**src/rtl/pc_fetch_ctrl.sv**
```systemverilog
// PC sequencer and instruction-fetch controller.
// Picks the next PC (exception > ERET > branch), runs the imem request/ready
// handshake and holds one fetched instruction for decode.
//
// Handshake: imem_req is a request, imem_ready marks the cycle the memory
// returns data for the request it accepted. Once imem_req is raised without
// imem_ready, the transaction is "busy". imem_req then stays high and
// imem_addr stays stable until imem_ready arrives, whatever stall does.
module pc_fetch_ctrl #(
   parameter logic [31:0] RESET_PC   = 32'h0000_3000,
   parameter logic [31:0] EXC_VECTOR = 32'h0000_4180
) (
   input  logic        clk,
   input  logic        reset,
   input  logic        stall,
   input  logic        br_req,
   input  logic [31:0] br_target,
   input  logic        eret_req,
   input  logic [31:0] epc,
   input  logic        exc_req,
   output logic        imem_req,
   output logic [31:0] imem_addr,
   input  logic        imem_ready,
   input  logic [31:0] imem_rdata,
   output logic [31:0] pc,
   output logic        if_valid,
   output logic [31:0] if_instr,
   output logic [31:0] if_pc,
   output logic [31:0] if_pc4,
   output logic        addr_err
);

   typedef enum logic [1:0] {BOOT, FETCH, FLUSH} state_t;

   state_t      state, state_nx;
   logic [31:0] pc_nx, if_instr_nx, if_pc_nx, pend_target, pend_target_nx;
   logic        if_valid_nx, pend_exc, pend_exc_nx, busy, busy_nx;
   logic        redir, keep_pend;
   logic [31:0] target;

   // Next-state, request and redirect logic; every register holds by default.
   always_comb begin
      addr_err       = (pc[1:0] != 2'b00);
      imem_req       = ((state == FETCH) && !addr_err && (!if_valid || !stall))
                       || (state == FLUSH) || busy;
      redir          = exc_req || eret_req || br_req;
      target         = exc_req ? EXC_VECTOR : (eret_req ? epc : br_target);
      keep_pend      = 1'b0;
      state_nx       = state;
      pc_nx          = pc;
      if_valid_nx    = if_valid;
      if_instr_nx    = if_instr;
      if_pc_nx       = if_pc;
      pend_target_nx = pend_target;
      pend_exc_nx    = pend_exc;
      busy_nx        = imem_ready ? 1'b0 : (imem_req ? 1'b1 : busy);
      case (state)
         BOOT: begin
            state_nx = FETCH;
         end
         FETCH: begin
            if (redir) begin
               if_valid_nx = 1'b0;
               if (!imem_req || imem_ready) begin
                  pc_nx = target;
               end else begin
                  pend_target_nx = target;
                  pend_exc_nx    = exc_req;
                  state_nx       = FLUSH;
               end
            end else if (imem_req && imem_ready) begin
               if_instr_nx = imem_rdata;
               if_pc_nx    = pc;
               if_valid_nx = 1'b1;
               pc_nx       = pc + 32'd4;
            end else if (if_valid && !stall) begin
               if_valid_nx = 1'b0;
            end
         end
         FLUSH: begin
            if_valid_nx = 1'b0;
            // A pending exception target is never displaced by a plain redirect.
            keep_pend   = pend_exc && !exc_req;
            if (redir && !keep_pend) begin
               pend_target_nx = target;
               pend_exc_nx    = exc_req;
            end
            if (imem_ready) begin
               pc_nx    = pend_target_nx;
               state_nx = FETCH;
            end
         end
         default: begin
            state_nx = BOOT;
         end
      endcase
   end

   // State register with synchronous reset; reset drops any in-flight data.
   always_ff @(posedge clk) begin
      if (reset) begin
         state       <= BOOT;
         pc          <= RESET_PC;
         if_valid    <= 1'b0;
         if_instr    <= 32'h0;
         if_pc       <= RESET_PC;
         pend_target <= 32'h0;
         pend_exc    <= 1'b0;
         busy        <= 1'b0;
      end else begin
         state       <= state_nx;
         pc          <= pc_nx;
         if_valid    <= if_valid_nx;
         if_instr    <= if_instr_nx;
         if_pc       <= if_pc_nx;
         pend_target <= pend_target_nx;
         pend_exc    <= pend_exc_nx;
         busy        <= busy_nx;
      end
   end

   assign imem_addr = pc;
   assign if_pc4    = if_pc + 32'd4;

endmodule
```
**config.mk**
```make
export PLATFORM = sky130hd
export DESIGN_NAME = pc_fetch_ctrl
export DESIGN_NICKNAME = d
export VERILOG_FILES = /design/src/rtl/pc_fetch_ctrl.sv
export SDC_FILE = /design/constraint.sdc
export NUM_CORES = 1
export LEC_CHECK = 0
export BUFFER_PORTS_ARGS = -buffer_cell sky130_fd_sc_hd__buf_2
export CORE_ASPECT_RATIO = 1.1
export CORE_MARGIN = 1.5
export CORE_UTILIZATION = 40
export DETAILED_ROUTE_END_ITERATION = 10
export PLACE_DENSITY = 0.66
export SLEW_MARGIN = 20
export SYNTH_ARGS = -nofsm -noshare
export SYNTH_HDL_FRONTEND = slang
export SYNTH_SLANG_ARGS = --single-unit
```
**constraint.sdc**
```tcl
create_clock -name clk -period 3.4 [get_ports clk]
set_input_delay 0.85 -clock clk [delete_from_list [all_inputs] [get_ports clk]]
set_output_delay 0.85 -clock clk [all_outputs]
set_load 0.05 [all_outputs]
```
==> reports/qor.csv, run 1 <==
metric,value,unit
dp_slack,0.339,ns
ir_drop,0.000410,V
grt_usage,23.4,%
max_cap_viol_count,0,
criticalPathCategory,reg -> out,
grt_max_degree,117,
design_area,9700,µm²
setup_viol,0,
grt_pass1_wl,37.1,mm
ys_seq_area_share,34.5,%
routed_wl,24.3,mm
cts_buffer_depth,2,
io_pins,266,
multi_input_area,4440,µm²
gp_congestion,0.856,
diodes,0,
nFillCells,1875,
p_int,3.42,mW
core,19000,µm²
tightest_slew,0.727,ns
cts_tree,built,
clock_sinks,133,
cts_buffers,17,
synthToLayoutAreaGrowth,25.8,%
grt_pass1_vias,6874,
synth-main-ff-cell,dfxtp_1,
num_rows,53,
clkTransAtPathRegs,0.06,ns
syn-num-nets,1118,
synth_cells,1010,
drt-pass1-iter-count,5,
start_util,40.5,%
yosysUniqueCellTypes,75,
antenna_found_initial,0,
hold_viol_final,0,
hold_class,reg -> reg,
relSlewSlack,51.5,%
finClkSkew,0.0136,ns
required,2.55,ns
post_dp_cell_area,9060,µm²
cp-end-kind,output port,
outcome,"complete, no violations",
ys_seq_elements,133,
start_kind,flop,
worstPathMaxFanout,6,
pwr-share-comb,34.1,%
die-area,20100,µm²
root_buffer,clkbuf_16,
p_per_area,597,nW/µm²
regArea,2660,µm²
synthArstFlopShare,0,%
p_leak,4.13,nW
vias_per_cell,5.53,
drive_gt1_share,30.3,%
port_buffers,265,
worst_slack,0.183,ns
num_vias,8123,
fp.dieW,135,µm
wl_per_cell,16.6,µm
netSwitchingFraction,40.9,%
p_sw,2.37,mW
nNetsFinal,1318,
yosys_warnings,0,
hold_buffers,0,
synth_edf_count,0,
seq_power_share,34.0,%
synth_area,7710,µm²
max_freq,311,MHz
clock_latency,0.43,ns
layout_min_cycle_time,3.22,ns
grt-ovfl-total,0,
drtIter0Drc,718,
dpl.hpwl,17.0,mm
arrival,2.37,ns
holdWs,0.448,ns
pwr-share-clk,31.9,%
drc,0,
finalCritPeriodShare,94.6,%
finalMaxSlewViolations,0,
dieHeight,149,µm
synth_area_per_cell,7.63,µm²
cts-htree-levels,4,
ant_nets,0,
-- Yosys cell counts, types with 21 or more instances --
master / n / area, µm²
buf_4: 34 / 255
nor3_1: 24 / 120
buf_2: 22 / 110
nand3_1: 31 / 155
mux2i_1: 24 / 240
or4_1: 21 / 158
a21oi_1: 135 / 676
o21ai_0: 62 / 310
dfxtp_1: 133 / 2660
nand4_1: 21 / 131
nand2_1: 181 / 679
nor2_1: 32 / 120
nor4_1: 23 / 144
clkbuf_1: 52 / 195
-- worst max-delay path, cell delays in order, from the launching register on --
cell,delay [ns]
dfxtp_1,0.43
ha_1,0.24
and4_1,0.25
nor2b_4,0.22
and3_2,0.27
nand4_1,0.16
xnor2_2,0.15
clkbuf_4,0.24
-- layer usage --
metal  share of wire (%)  up-vias  GRT usage (%)
li1                    -     4030              -
met4                 1.3        0           7.31
met2                  47      311           37.0
met1                  46     3756           32.4
met3                 5.7       26           4.26
met5                   0        -              0
-- power by group through the flow --
stage | combinational (mW) | sequential, mW | clock (mW)
after detailed placement | 1.95 | 2.00 | 0
after global routing | 2.11 | 2.00 | 1.96
after global placement | 1.94 | 2.00 | 0
final | 1.98 | 1.97 | 1.85
after floorplan | 1.31 | 2.19 | 0
after CTS | 1.96 | 1.97 | 1.89
-- placed cells by master (no fill, tap or decap), drive strengths merged, types with 3 or more instances in the layout --
cell,instances
nand2,181
xor2,15
dfxtp,133
o32ai,3
nand2b,4
nor4,24
o21ai,63
o22a,8
a211o,4
a21oi,135
and3,15
or3,6
inv,17
o22ai,4
a311oi,6
xnor2,18
mux2,10
nand3,31
ha,5
clkinv,5
mux2i,24
a32o,4
nor2b,4
nand4,22
a211oi,11
o2bb2ai,3
and4,10
o31ai,5
a21boi,3
nor2,33
a31oi,8
or4,23
a311o,3
buf,292
nor3,26
clkbuf,30
-- stage by stage --
stage                     total power [mW]  std cells  TNS [ns]  util [%]
final                                 5.80       1470         0      51.0
after global routing                  6.06       1470  -0.00579      51.0
after CTS                             5.81       1470         0      50.8
after detailed placement              3.95       1438         0      47.6
after global placement                3.93       1438         0      47.6
after floorplan                       3.49       1010         0         -
-- final timing paths --
path	startpoint	to	slack, ns	depth (start not counted)
setup / recovery	if_pc[2]	if_pc4[20]	0.18	7
hold / removal	if_instr[25]	if_instr[25]	0.45	2
hold reg to reg	if_instr[25]	if_instr[25]	0.45	2
setup reg to reg	state[1]	pend_target[28]	0.88	8
-- cell type report --
class	instances	area share (%)
clock buffers	24	5.17
clock inverters	8	0.993
inverters	17	0.658
multi-input cells	743	45.8
flip-flops and latches	133	27.4
well taps	247	3.18
repair buffers	298	16.8
-- state kept, by name, indices dropped and copies added (netlist names) --
name,count
busy,1
if_instr,32
if_pc,32
if_valid,1
imem_addr,32
pend_exc,1
pend_target,32
state,2
-- cells by family after synthesis --
kind of cell | synth area share (%)
AO/OA/AOI/OAI | 22.6
XOR/XNOR | 3.75
adder cells (fa/ha/maj) | 0.811
buffers and inverters | 8.75
flip-flops | 34.5
multiplexers | 4.58
AND/OR/NAND/NOR | 25.0
-- what timing repair did --
action,4_1_cts,5_1_grt
gates resized for setup,1,12
endpoints found under the setup margin,7,11
setup buffers,0,0
(Power assumes the default switching activity.)
==> run 2: changes to the inputs <==
PLACE_DENSITY = 0.64   (was 0.66)
==> run 2 against run 1 <==
Power increased by 2.9%. Worst setup slack got worse by 0.035 ns. Flip-flop and latch count unchanged. Count of clock-buffer cells in the layout is 1 higher. Via count barely moved. Non-clock buffer count is 4 lower. Final cell count fell by 0.27%. Core utilization is 0.053 points higher. Die area unchanged. Sequential share of layout area barely moved. Register-to-register slack worse by 0.03 ns.
==> reports/qor.csv, run 2 (synthesis gave the netlist of run 1 again) <==
metric,value,unit,change
cts-htree-levels,4,,unchanged
finalCritPeriodShare,95.7,%,+1.0 points
clock_sinks,133,,unchanged
die-area,20100,µm²,unchanged
cts_buffer_depth,2,,unchanged
max_freq,307,MHz,-1.1%
regToRegSetupSlack,0.85,ns,-0.03 ns
num_rows,53,,unchanged
worstPathMaxFanout,6,,unchanged
rr_endpoint,pend_target[28],,
r2r_cells,9,,+1
num_vias,8128,,+0.062%
critical_path.max_stage_delay,0.40,ns,-0.03 ns
path_cells,ha_1 -> and4_1 -> nor2b_2 -> and3_2 -> nand3_1 -> xnor2_2 -> buf_2,,
critPathSlowestCell,dfxtp_1,,
post_dp_cell_area,9020,µm²,-0.47%
dpl.hpwl,16.9,mm,-0.78%
layout_min_cycle_time,3.25,ns,+0.0352 ns
timing.hold.worst.start,if_instr[28],,
finClkSkew,0.00513,ns,-0.00846 ns
setup-tns-final,0,ns,unchanged
min_to,if_instr[28],,
required,2.55,ns,about the same
port_buffers,265,,unchanged
root_buffer,clkbuf_16,,
grt_pass1_wl,37.0,mm,-0.43%
outcome,"complete, no violations",,
nNetsFinal,1314,,-0.30%
vias_per_cell,5.54,,+0.33%
drt-pass1-iter-count,5,,unchanged
worst_slack,0.148,ns,-0.0352 ns
ir_drop,0.000371,V,-9.5%
cp_num_buf_inv,1,,unchanged
gp_congestion,0.850,,-0.75%
grt_usage,23.3,%,-0.12 points
drc,0,,unchanged
drtIter0Drc,742,,+3.3%
core,19000,µm²,unchanged
layout_common_cells,"buf_2, nand2_1, a21oi_1",,
grt_max_degree,71,,-39%
routed_wl,24.1,mm,-1.0%
start_util,40.5,%,unchanged
cp-end-kind,output port,,
max_cap_viol_count,0,,unchanged
final_common_cell,buf_2,,
arrival,2.40,ns,+0.03 ns
wl_per_cell,16.4,µm,-0.78%
grt_pass1_vias,6787,,-1.3%
hold_buffers,0,,unchanged
fp.dieW,135,µm,unchanged
synthToLayoutAreaGrowth,26.0,%,
clock_latency,0.42,ns,about the same
cts_tree,built,,
p_per_area,614,nW/µm²,+2.8%
clkTransAtPathRegs,0.06,ns,about the same
design_area,9710,µm²,+0.10%
rsz0062_at_grt,true,,
dieHeight,149,µm,unchanged
nFillCells,1891,,+0.85%
relSlewSlack,44.2,%,-7.3 points
drive_gt1_share,30.1,%,-0.15 points
antenna_found_initial,0,,unchanged
tightest_slew,0.837,ns,+0.109 ns
r2r-start,state[0],,
multi_input_area,4440,µm²,unchanged
criticalPathCategory,reg -> out,,
io_pins,266,,unchanged
diodes,0,,unchanged
grt-ovfl-total,0,,unchanged
crit_family,simple AND/OR/NAND/NOR gates,,
finalMaxSlewViolations,0,,unchanged
regArea,2660,µm²,unchanged
hold_viol_final,0,,unchanged
p_leak,4.12,nW,-0.13%
hold_class,reg -> reg,,
hold_depth,2,,unchanged
start_kind,flop,,
ant_nets,0,,unchanged
setup_viol,0,,unchanged
cts_buffers,17,,unchanged
dp_slack,0.386,ns,+0.0470 ns
-- run 2: cell count changes in the layout (fill, tap and decap cells not counted), sizes merged --
cell,previous run,this run
clkinvlp,1,2
bufinv,2,4
clkinv,5,1
buf,292,290
clkbuf,30,29
-- run 2: area by class of cell --
| type | count | area share (%) |
|---|---|---|
| multi-input cells | 743 | 45.7 |
| flip-flops and latches | 133 | 27.4 |
| repair buffers | 294 | 16.3 |
| clock buffers | 25 | 5.31 |
| well taps | 247 | 3.18 |
| clock inverters | 7 | 1.44 |
| inverters | 17 | 0.657 |
-- run 2: worst register-to-register path: cells and delay by family (launching register included) --
kind / cells / cell delay (ns)
buffers and inverters: 5 / 1.30
AO/OA/AOI/OAI: 2 / 0.38
flip-flops: 1 / 0.32
adder cells (fa/ha/maj): 1 / 0.19
AND/OR/NAND/NOR: 1 / 0.20
-- run 2: metal layers --
metal / vias to the layer above / wire length [µm] / track usage (%)
met3: 19 / 1530 / 4.26
met5: - / 0 / 0
met2: 322 / 11300 / 35.9
met4: 0 / 240 / 5.97
met1: 3771 / 11000 / 33.5
li1: 4016 / - / -
-- run 2: worst max-delay path by stage --
stage | from | end | cells past startpoint
after floorplan | if_pc[2] | if_pc4[24] | 6
after global placement | if_pc[2] | if_pc4[30] | 7
after detailed placement | if_pc[2] | if_pc4[20] | 7
after CTS | if_pc[2] | if_pc4[20] | 7
after global routing | if_pc[2] | if_pc4[24] | 7
final | if_pc[2] | if_pc4[22] | 7
-- run 2: metrics by stage --
step	utilization [%]	hold slack (ns)	total power [mW]	cells
after CTS	50.9	0.453	5.99	1466
final	51.0	0.450	5.96	1466
after global placement	47.4	0.439	3.95	1434
after global routing	51.0	0.471	6.24	1466
after floorplan	-	0.444	3.49	1010
after detailed placement	47.4	0.444	3.95	1434
-- run 2: repair_timing --
item                                    in CTS  in global routing
hold endpoints to repair                     0                  0
endpoints found under the setup margin       5                 11
pin swaps                                    0                  0
resized for setup                            1                 10
buffers inserted                             0                  0
-- run 2: power by group --
group	switching, mW	internal (mW)	total (mW)
combinational	1.44	0.535	1.98
clock	0.677	1.34	2.02
sequential	0.247	1.72	1.97
==> run 3: changes to the inputs <==
CORE_ASPECT_RATIO = unset   (was 1.1)
==> run 3 against run 2 <==
Clock power is essentially flat. Clock skew increased by 0.0013 ns. Worst hold slack better by 0.0013 ns. Largest power group unchanged. Critical endpoint is now if_pc4[20]. Wire length rose by 2.7%.
==> reports/qor.csv, run 3 (synthesis gave the netlist of run 1 again) <==
metric,value,unit,change
layout_common_cells,"buf_2, nand2_1, a21oi_1",,
p_per_area,619,nW/µm²,+0.75%
drtIter0Drc,619,,-17%
core,18800,µm²,-1.1%
outcome,"complete, no violations",,
clkTransAtPathRegs,0.06,ns,about the same
setup_viol,0,,unchanged
r2r_cells,8,,-1
drc,0,,unchanged
hold_buffers,0,,unchanged
grt-ovfl-total,0,,unchanged
num_vias,8057,,-0.87%
final_util,51.5,%,+0.47 points
cts_buffers,17,,unchanged
dieHeight,142,µm,-4.6%
grt_pass1_wl,38.2,mm,+3.3%
layout_min_cycle_time,3.24,ns,-0.0147 ns
rr_endpoint,pend_target[21],,
dp.cells,1441,,+0.49%
regToRegSetupSlack,0.62,ns,-0.23 ns
finalMaxSlewViolations,0,,unchanged
diodes,0,,unchanged
nNetsFinal,1308,,-0.46%
cts-htree-levels,4,,unchanged
cp-end-kind,output port,,
finClkSkew,0.00647,ns,+0.00135 ns
max_cap_viol_count,0,,unchanged
p_leak,4.09,nW,-0.85%
die-area,20100,µm²,about the same
arrival,2.39,ns,about the same
fp.dieW,142,µm,+4.8%
grt_usage,24.1,%,+0.83 points
hold_viol_final,0,,unchanged
holdWs,0.451,ns,+0.00130 ns
ir_drop,0.000402,V,+8.2%
gp_congestion,0.880,,+3.5%
drt-pass1-iter-count,5,,unchanged
antenna_found_initial,0,,unchanged
required,2.55,ns,about the same
dp_slack,0.387,ns,+0.000726 ns
setup.worst_path.start,if_pc[2],,
power,6.00,mW,+0.59%
start_util,41.0,%,+0.43 points
tightest_slew,0.908,ns,+0.0717 ns
grt_max_degree,63,,-11%
clock_latency,0.43,ns,about the same
wl_per_cell,16.8,µm,+2.2%
relSlewSlack,39.4,%,-4.7 points
cts_buffer_depth,2,,unchanged
grt_pass1_vias,7021,,+3.4%
r2r-start,state[0],,
dpl.hpwl,17.2,mm,+2.2%
routed_wl,24.7,mm,+2.7%
start_kind,flop,,
finalCritPeriodShare,95.2,%,-0.43 points
final_common_cell,buf_2,,
path_cells,ha_1 -> and4_1 -> nor2b_4 -> and3_2 -> nand4_1 -> xnor2_2 -> clkbuf_4,,
fin_cells,1473,,+0.48%
critical_path.max_stage_delay,0.44,ns,+0.04 ns
clock_sinks,133,,unchanged
cts_tree,built,,
worst_slack,0.162,ns,+0.0147 ns
hold_class,reg -> reg,,
crit_end,if_pc4[20],,
drive_gt1_share,29.8,%,-0.35 points
vias_per_cell,5.47,,-1.3%
critPathSlowestCell,dfxtp_1,,
worstPathMaxFanout,6,,unchanged
ant_nets,0,,unchanged
port_buffers,265,,unchanged
max_freq,309,MHz,+0.45%
io_pins,266,,unchanged
synthToLayoutAreaGrowth,25.8,%,
criticalPathCategory,reg -> out,,
root_buffer,clkbuf_16,,
num_rows,50,,-5.7%
==> run 3: cell count changes in the layout (fill, tap and decap cells not counted), moves of 2 or more <==
cell,before,now
clkinv_2,1,3
buf_4,28,21
clkbuf_8,6,1
clkinv_4,0,2
==> run 3: metrics by stage <==
stage / cell area (µm²) / TNS, ns
after floorplan: 7750 / 0
after global placement: 9010 / 0
after detailed placement: 9010 / 0
after CTS: 9670 / 0
after global routing: 9700 / -0.00409
final: 9700 / 0
==> run 3: timing repair <==
item                       in CTS  in global routing
resized for setup               2                  9
setup buffers                   0                  0
setup endpoints to repair       9                 13
==> run 3: area by class of cell <==
cell class,count,area [µm²]
fillers,1834,9130
multi-input cells,743,4450
flip-flops and latches,133,2660
repair buffers,288,1550
clock buffers,19,443
well taps,260,325
clock inverters,13,205
inverters,17,63.8
==> run 3: how the worst min path moves through the flow <==
stage,startpoint,slack (ns),to,cells after the start
4_1_cts,if_instr[17],0.45,if_instr[17],2
6_report,if_instr[30],0.45,if_instr[30],2
5_1_grt,if_instr[13],0.47,if_instr[13],2
3_5_place_dp,if_instr[10],0.44,if_instr[10],2
3_3_place_gp,if_instr[7],0.44,if_instr[7],2
2_1_floorplan,pend_target[12],0.44,pend_target[12],2
==> run 3: routing by layer <==
layer	vias up	track usage [%]	part of all wire, %
met5	-	0	0
li1	4003	-	-
met3	25	4.12	6.0
met4	0	7.70	1.3
met1	3692	34.6	48
met2	337	36.9	45
==> run 3: where the power goes <==
part	internal [mW]	switching [mW]	total (mW)
clock network	1.32	0.724	2.04
registers	1.72	0.253	1.97
logic	0.533	1.45	1.99
total	3.57	2.43	6.00
==> run 3: worst max-delay path, delay by kind of cell (launching register included) <==
| family | cells | cell delay (ns) |
|---|---|---|
| XOR/XNOR | 1 | 0.15 |
| adder cells (fa/ha/maj) | 1 | 0.24 |
| buffers and inverters | 1 | 0.24 |
| flip-flops | 1 | 0.44 |
| AND/OR/NAND/NOR | 4 | 0.88 |
